===== src/rtl/itcm_arbiter.sv =====
// itcm_arbiter: shares the single-port read-only ITCM between the IFU fetch
// path and LSU constant-table reads. LSU has priority, bounded by a streak
// counter so the IFU cannot starve. Each requester owns a one-entry hold
// buffer so a stalled response never blocks the other side.
module itcm_arbiter #(
  parameter int PC_SIZE        = 32,
  parameter int XLEN           = 32,
  parameter int ITCM_AW        = 12,
  parameter int MAX_LSU_STREAK = 4
) (
  input  logic               clk,
  input  logic               rst,
  input  logic               ifu_i_req_valid,
  output logic               ifu_o_req_ready,
  input  logic [PC_SIZE-1:0] ifu_i_req_addr,
  output logic               ifu_o_rsp_valid,
  input  logic               ifu_i_rsp_ready,
  output logic [XLEN-1:0]    ifu_o_rsp_data,
  input  logic               ifu_i_flush,
  input  logic               lsu_i_req_valid,
  output logic               lsu_o_req_ready,
  input  logic [PC_SIZE-1:0] lsu_i_req_addr,
  output logic               lsu_o_rsp_valid,
  input  logic               lsu_i_rsp_ready,
  output logic [XLEN-1:0]    lsu_o_rsp_data,
  output logic               itcm_o_enable,
  output logic [ITCM_AW-1:0] itcm_o_addr,
  input  logic [XLEN-1:0]    itcm_i_rdata
);

  localparam logic [3:0] MaxStreak = 4'(MAX_LSU_STREAK);

  logic            r_ifuInflight;
  logic            r_lsuInflight;
  logic            r_ifuHold;
  logic            r_lsuHold;
  logic [XLEN-1:0] r_ifuHoldData;
  logic [XLEN-1:0] r_lsuHoldData;
  logic [3:0]      r_streakCnt;

  logic            w_ifuElig;
  logic            w_lsuElig;
  logic            w_ifuGrant;
  logic            w_lsuGrant;
  logic            w_unusedAddrBits;

  // Byte offset and bits above the ITCM window are deliberately ignored,
  // so addresses alias modulo the ITCM size.
  assign w_unusedAddrBits = ^{ifu_i_req_addr[PC_SIZE-1:ITCM_AW+2], ifu_i_req_addr[1:0],
                              lsu_i_req_addr[PC_SIZE-1:ITCM_AW+2], lsu_i_req_addr[1:0]};

  // Eligibility and arbitration: a requester may issue only if its previous
  // response is not parked and will be consumed this cycle; LSU wins ties
  // until the streak limit forces one IFU grant.
  always_comb begin
    w_ifuElig  = ~rst & ifu_i_req_valid & ~r_ifuHold & (~r_ifuInflight | ifu_i_rsp_ready);
    w_lsuElig  = ~rst & lsu_i_req_valid & ~r_lsuHold & (~r_lsuInflight | lsu_i_rsp_ready);
    w_ifuGrant = 1'b0;
    w_lsuGrant = 1'b0;
    if (w_ifuElig && w_lsuElig) begin
      if (r_streakCnt == MaxStreak) begin
        w_ifuGrant = 1'b1;
      end else begin
        w_lsuGrant = 1'b1;
      end
    end else if (w_lsuElig) begin
      w_lsuGrant = 1'b1;
    end else if (w_ifuElig) begin
      w_ifuGrant = 1'b1;
    end
  end

  // Grant outputs and the ITCM address mux; the address idles at zero.
  always_comb begin
    ifu_o_req_ready = w_ifuGrant;
    lsu_o_req_ready = w_lsuGrant;
    itcm_o_enable   = w_ifuGrant | w_lsuGrant;
    itcm_o_addr     = '0;
    if (w_lsuGrant) begin
      itcm_o_addr = lsu_i_req_addr[ITCM_AW+1:2];
    end else if (w_ifuGrant) begin
      itcm_o_addr = ifu_i_req_addr[ITCM_AW+1:2];
    end
  end

  // Response steering: parked data takes precedence, otherwise the macro
  // output is bypassed straight through in the cycle after the grant.
  always_comb begin
    ifu_o_rsp_valid = ~ifu_i_flush & (r_ifuInflight | r_ifuHold);
    lsu_o_rsp_valid = r_lsuInflight | r_lsuHold;
    ifu_o_rsp_data  = '0;
    lsu_o_rsp_data  = '0;
    if (r_ifuHold) begin
      ifu_o_rsp_data = r_ifuHoldData;
    end else if (r_ifuInflight) begin
      ifu_o_rsp_data = itcm_i_rdata;
    end
    if (r_lsuHold) begin
      lsu_o_rsp_data = r_lsuHoldData;
    end else if (r_lsuInflight) begin
      lsu_o_rsp_data = itcm_i_rdata;
    end
  end

  // Ownership of the in-flight read: set for exactly the cycle after a grant.
  always_ff @(posedge clk or posedge rst) begin
    if (rst) begin
      r_ifuInflight <= 1'b0;
      r_lsuInflight <= 1'b0;
    end else begin
      r_ifuInflight <= w_ifuGrant;
      r_lsuInflight <= w_lsuGrant;
    end
  end

  // IFU hold buffer: park an unaccepted response; flush discards it.
  always_ff @(posedge clk or posedge rst) begin
    if (rst) begin
      r_ifuHold     <= 1'b0;
      r_ifuHoldData <= '0;
    end else if (ifu_i_flush) begin
      r_ifuHold <= 1'b0;
    end else if (r_ifuHold) begin
      if (ifu_i_rsp_ready) begin
        r_ifuHold <= 1'b0;
      end
    end else if (r_ifuInflight && !ifu_i_rsp_ready) begin
      r_ifuHold     <= 1'b1;
      r_ifuHoldData <= itcm_i_rdata;
    end
  end

  // LSU hold buffer: same parking behaviour, unaffected by flush.
  always_ff @(posedge clk or posedge rst) begin
    if (rst) begin
      r_lsuHold     <= 1'b0;
      r_lsuHoldData <= '0;
    end else if (r_lsuHold) begin
      if (lsu_i_rsp_ready) begin
        r_lsuHold <= 1'b0;
      end
    end else if (r_lsuInflight && !lsu_i_rsp_ready) begin
      r_lsuHold     <= 1'b1;
      r_lsuHoldData <= itcm_i_rdata;
    end
  end

  // Anti-starvation streak: counts LSU wins over a waiting IFU, saturating,
  // and restarts whenever the IFU is served or stops asking.
  always_ff @(posedge clk or posedge rst) begin
    if (rst) begin
      r_streakCnt <= '0;
    end else if (!ifu_i_req_valid || w_ifuGrant) begin
      r_streakCnt <= '0;
    end else if (w_lsuGrant && w_ifuElig && (r_streakCnt != MaxStreak)) begin
      r_streakCnt <= r_streakCnt + 4'd1;
    end
  end

endmodule


===== config.mk =====
export PLATFORM = sky130hd
export DESIGN_NAME = itcm_arbiter
export DESIGN_NICKNAME = d
export VERILOG_FILES = /design/src/rtl/itcm_arbiter.sv
export SDC_FILE = /design/constraint.sdc
export NUM_CORES = 1
export LEC_CHECK = 0
export ABC_AREA = 1
export BUFFER_PORTS_ARGS = -buffer_cell sky130_fd_sc_hd__buf_2
export CAP_MARGIN = 20
export CORE_ASPECT_RATIO = 0.6
export CORE_UTILIZATION = 48
export CTS_BUF_LIST = sky130_fd_sc_hd__clkbuf_2 sky130_fd_sc_hd__clkbuf_4 sky130_fd_sc_hd__clkbuf_8
export DETAILED_ROUTE_END_ITERATION = 10
export GPL_TIMING_DRIVEN = 0
export PLACE_DENSITY = 0.83
export SYNTH_ARGS = -nofsm -noshare
export SYNTH_HDL_FRONTEND = slang
export SYNTH_SLANG_ARGS = --single-unit
export TNS_END_PERCENT = 5

===== constraint.sdc =====
create_clock -name clk -period 5 [get_ports clk]
set_input_delay 1 -clock clk [delete_from_list [all_inputs] [get_ports clk]]
set_output_delay 1 -clock clk [all_outputs]
set_load 0.01 [all_outputs]

==> impl_results.md <==
- Int Power: 0.001086 W
- Clk_lat worst skew: 350 ps
- Crit path time final: 3363 ps
- Peak VDD IR: 155.8 uV
- Layout cell share with drive strength beyond 1: 29.13%
- Clk pwr share: 27.4%
- RSZ-0062 raised after global routing: no
- Placed cell area: 4574 um2
- Core area: 7357 um2
- WL/cell: 14.08 um
- Min-Delay Path Class: flop to flop
- Syn_nets: 588
- Vias in the first global route: 3,611
- Clock buffer depth: 2
- CTS Hold Buffers Added: 0
- CTS tree: built
- Final hold vios: 0
- Design Area, Final: 4757 um2
- GPL Wtd Cong: 0.8588
- Critical path startpoint: rst
- Hold slack: 486.1 ps
- Layout fillers: 640
- Data required, critical path: 4000 ps
- Syn. warnings: 0
- Post-synthesis sequential area ratio: 48.65%
- I/O pin cnt: 184
- Setup bufs post-CTS: 0
- Post-synthesis cell area: 3704 um2
- Slew @ Worst Pin: 520.9 ps
- Comb power frac: 23.0%
- Crit end category: output port
- Post-DP HPWL: 7892 um
- Pin count of the biggest net entering global routing: 75
- Mapped Cells: 483
- Antenna-violating nets left: 0
- Ant. Diodes: 0
- P_leak: 2.673 nW
- Initial drt markers: 246
- DR vias/cell: 5.115
- NetSw: 0.0004726 W
- Overall routing resource usage: 27.29%
- Crit Path Max Fanout: 74
- Slew Limit Fails: 0
- Clock sink total: 72
- # setup viols final: 0
- Setup CP Type: input pin to output port
- First-pass GRT wire length: 16,770 um
- Worst flop-to-flop path startpoint: r_ifuInflight$_DFF_PP0_
- Site row count: 24
- H-tree Lvls: 3
- Post-CTS sizing: 0
- Grt ovf: 0
- Antenna violations before repair: 0
- Startpoint Class: input pin
- Synth unique cells: 25
- Die area: 8083 um2
- Nets: 742
- Routed WL: 10,500 um
- Max Fclk: 0.2973 GHz
- Drt pass-1 iters: 8
- Max capacitance violation total: 0
- Synthesized area per cell: 7.668 um2
- Chip height: 70.04 um
- Num CTS Buffers: 9
- Outcome: completed
- WP data arrival: 2360 ps
- Sw frac: 30.32%
- Die Width: 115.4 um
- DRC violations left: 0
- Worst slew margin: 65.27%
- Synthesized flop and latch total: 72
- Setup Skew: 3.571 ps
- Initial core utilization: 50.34%
- Hold path start: r_ifuHoldData[8]$_DFFE_PP0P_
- Pwr dens: 327.7 nW/um2
- Clock transition at path regs: 60 ps
- Area growth syn-to-layout: 28.45%
- Port Buffers: 142
- Register share of total power: 49.6%
- Root Buffer: clkbuf_8
- Fin crit share: 67.27%
- Setup TNS Final: 0 ps
- Vias: 3,816
[critical path: stages]
cell	delay (ps)
buf_2	110
inv_4	60
buf_16	310
nand3_4	150
nor2_8	170
nand2_2	70
inv_2	80
buf_6	140
nand2_1	60
nand2_1	70
buf_2	120
[layout by cell type (no fill, tap or decap), types with 3 or more instances in the layout]
| cell type | Yosys | final |
|---|---|---|
| clkbuf_4 | 0 | 6 |
| dfrtp_1 | 72 | 72 |
| nor2_1 | 4 | 4 |
| inv_1 | 77 | 76 |
| nand2_2 | 3 | 3 |
| buf_6 | 3 | 3 |
| inv_2 | 3 | 3 |
| o22ai_1 | 32 | 32 |
| o21ai_0 | 91 | 91 |
| nor2_2 | 3 | 3 |
| buf_2 | 6 | 148 |
| nand3_1 | 3 | 3 |
| clkbuf_8 | 0 | 10 |
| clkbuf_1 | 15 | 15 |
| o21ai_1 | 6 | 6 |
| nand4_1 | 5 | 5 |
| nand2_1 | 145 | 145 |
| buf_4 | 3 | 3 |
[state kept, by name, summed over array words and instances (netlist names)]
register       count
r_ifuHold          1
r_ifuHoldData     32
r_ifuInflight      1
r_lsuHold          1
r_lsuHoldData     32
r_lsuInflight      1
r_streakCnt        4
[cell type report]
type | count | area, um2 | share of cell area [%]
plain buffers | 27 | 142.6 | 2.998
clock buffers | 16 | 182.7 | 3.840
inverters | 80 | 302.8 | 6.365
multi-input cells | 304 | 1459 | 30.67
flip-flops and latches | 72 | 1802 | 37.87
well taps | 104 | 130.1 | 2.735
repair buffers | 143 | 738.2 | 15.52
[stage by stage]
stage	worst slack, ps	util [%]	cells	power [W]
finish	1637	64.66	746	0.001559
global route	1471	64.66	746	0.001661
CTS	1594	64.66	746	0.001571
detailed placement	1599	62.18	730	0.001140
global placement	-298.3	61.77	729	0.001113
floorplan	558.4	-	483	0.0009957
[cells in the mapped netlist]
cell	n	share of area, %
o21ai_0	91	12
inv_2	3	0.30
a21oi_2	1	0.24
nor2_1	4	0.41
nand3_4	1	0.47
nand3_1	3	0.41
xor2_1	1	0.24
clkbuf_1	15	1.5
ha_1	2	0.68
nor2_4	2	0.61
nand4_1	5	0.84
nor2_2	3	0.51
dfrtp_1	72	49
buf_6	3	0.91
nand2_1	145	15
o22ai_1	32	5.4
inv_1	77	7.8
a21oi_1	2	0.27
o21ai_1	6	0.81
buf_2	6	0.81
o21a_1	1	0.20
nand3_2	1	0.27
nand2_2	3	0.51
buf_4	3	0.61
nor2_8	1	0.54
[metal layers]
metal | GRT usage (%) | share of wire, % | vias up | routed length (um)
met1 | 37.79 | 45 | 1782 | 4745
met2 | 41.98 | 46 | 178 | 4781
met3 | 7.639 | 8.5 | 12 | 888
li1 | - | - | 1844 | -
met4 | 7.359 | 0.84 | 0 | 88
met5 | 0 | 0 | - | 0
[kinds of logic (layout without fill, tap and decap cells)]
family	count (synthesis)	in the layout	share of synthesized area (%)
AND/OR/NAND/NOR	168	168	19.26
buffers and inverters	107	266	11.96
flip-flops	72	72	48.65
adder cells (fa/ha/maj)	2	2	0.6756
AO/OA/AOI/OAI	133	133	19.22
XOR/XNOR	1	1	0.2365
[final timing paths]
| path | end | slack (ps) | cells after the start |
|---|---|---|---|
| max | itcm_o_addr[9] | 1640 | 11 |
| min | r_ifuHoldData[8]$_DFFE_PP0P_ | 490 | 2 |
| max reg2reg | r_ifuHoldData[24]$_DFFE_PP0P_ | 3540 | 5 |
| min reg2reg | r_ifuHoldData[8]$_DFFE_PP0P_ | 490 | 2 |
| max in group asynchronous | r_ifuHoldData[12]$_DFFE_PP0P_ | 3960 | 3 |
| min in group asynchronous | r_lsuHoldData[5]$_DFFE_PP0P_ | 730 | 3 |
[power by group through the flow]
stage | Combinational, W | Sequential [W] | Clock, W
CTS | 0.000360 | 0.000772 | 0.000438
detailed placement | 0.000358 | 0.000782 | 0
floorplan | 0.000230 | 0.000766 | 0
global route | 0.000408 | 0.000788 | 0.000465
finish | 0.000358 | 0.000773 | 0.000427
global placement | 0.000339 | 0.000774 | 0
(Power assumes the default switching activity.)
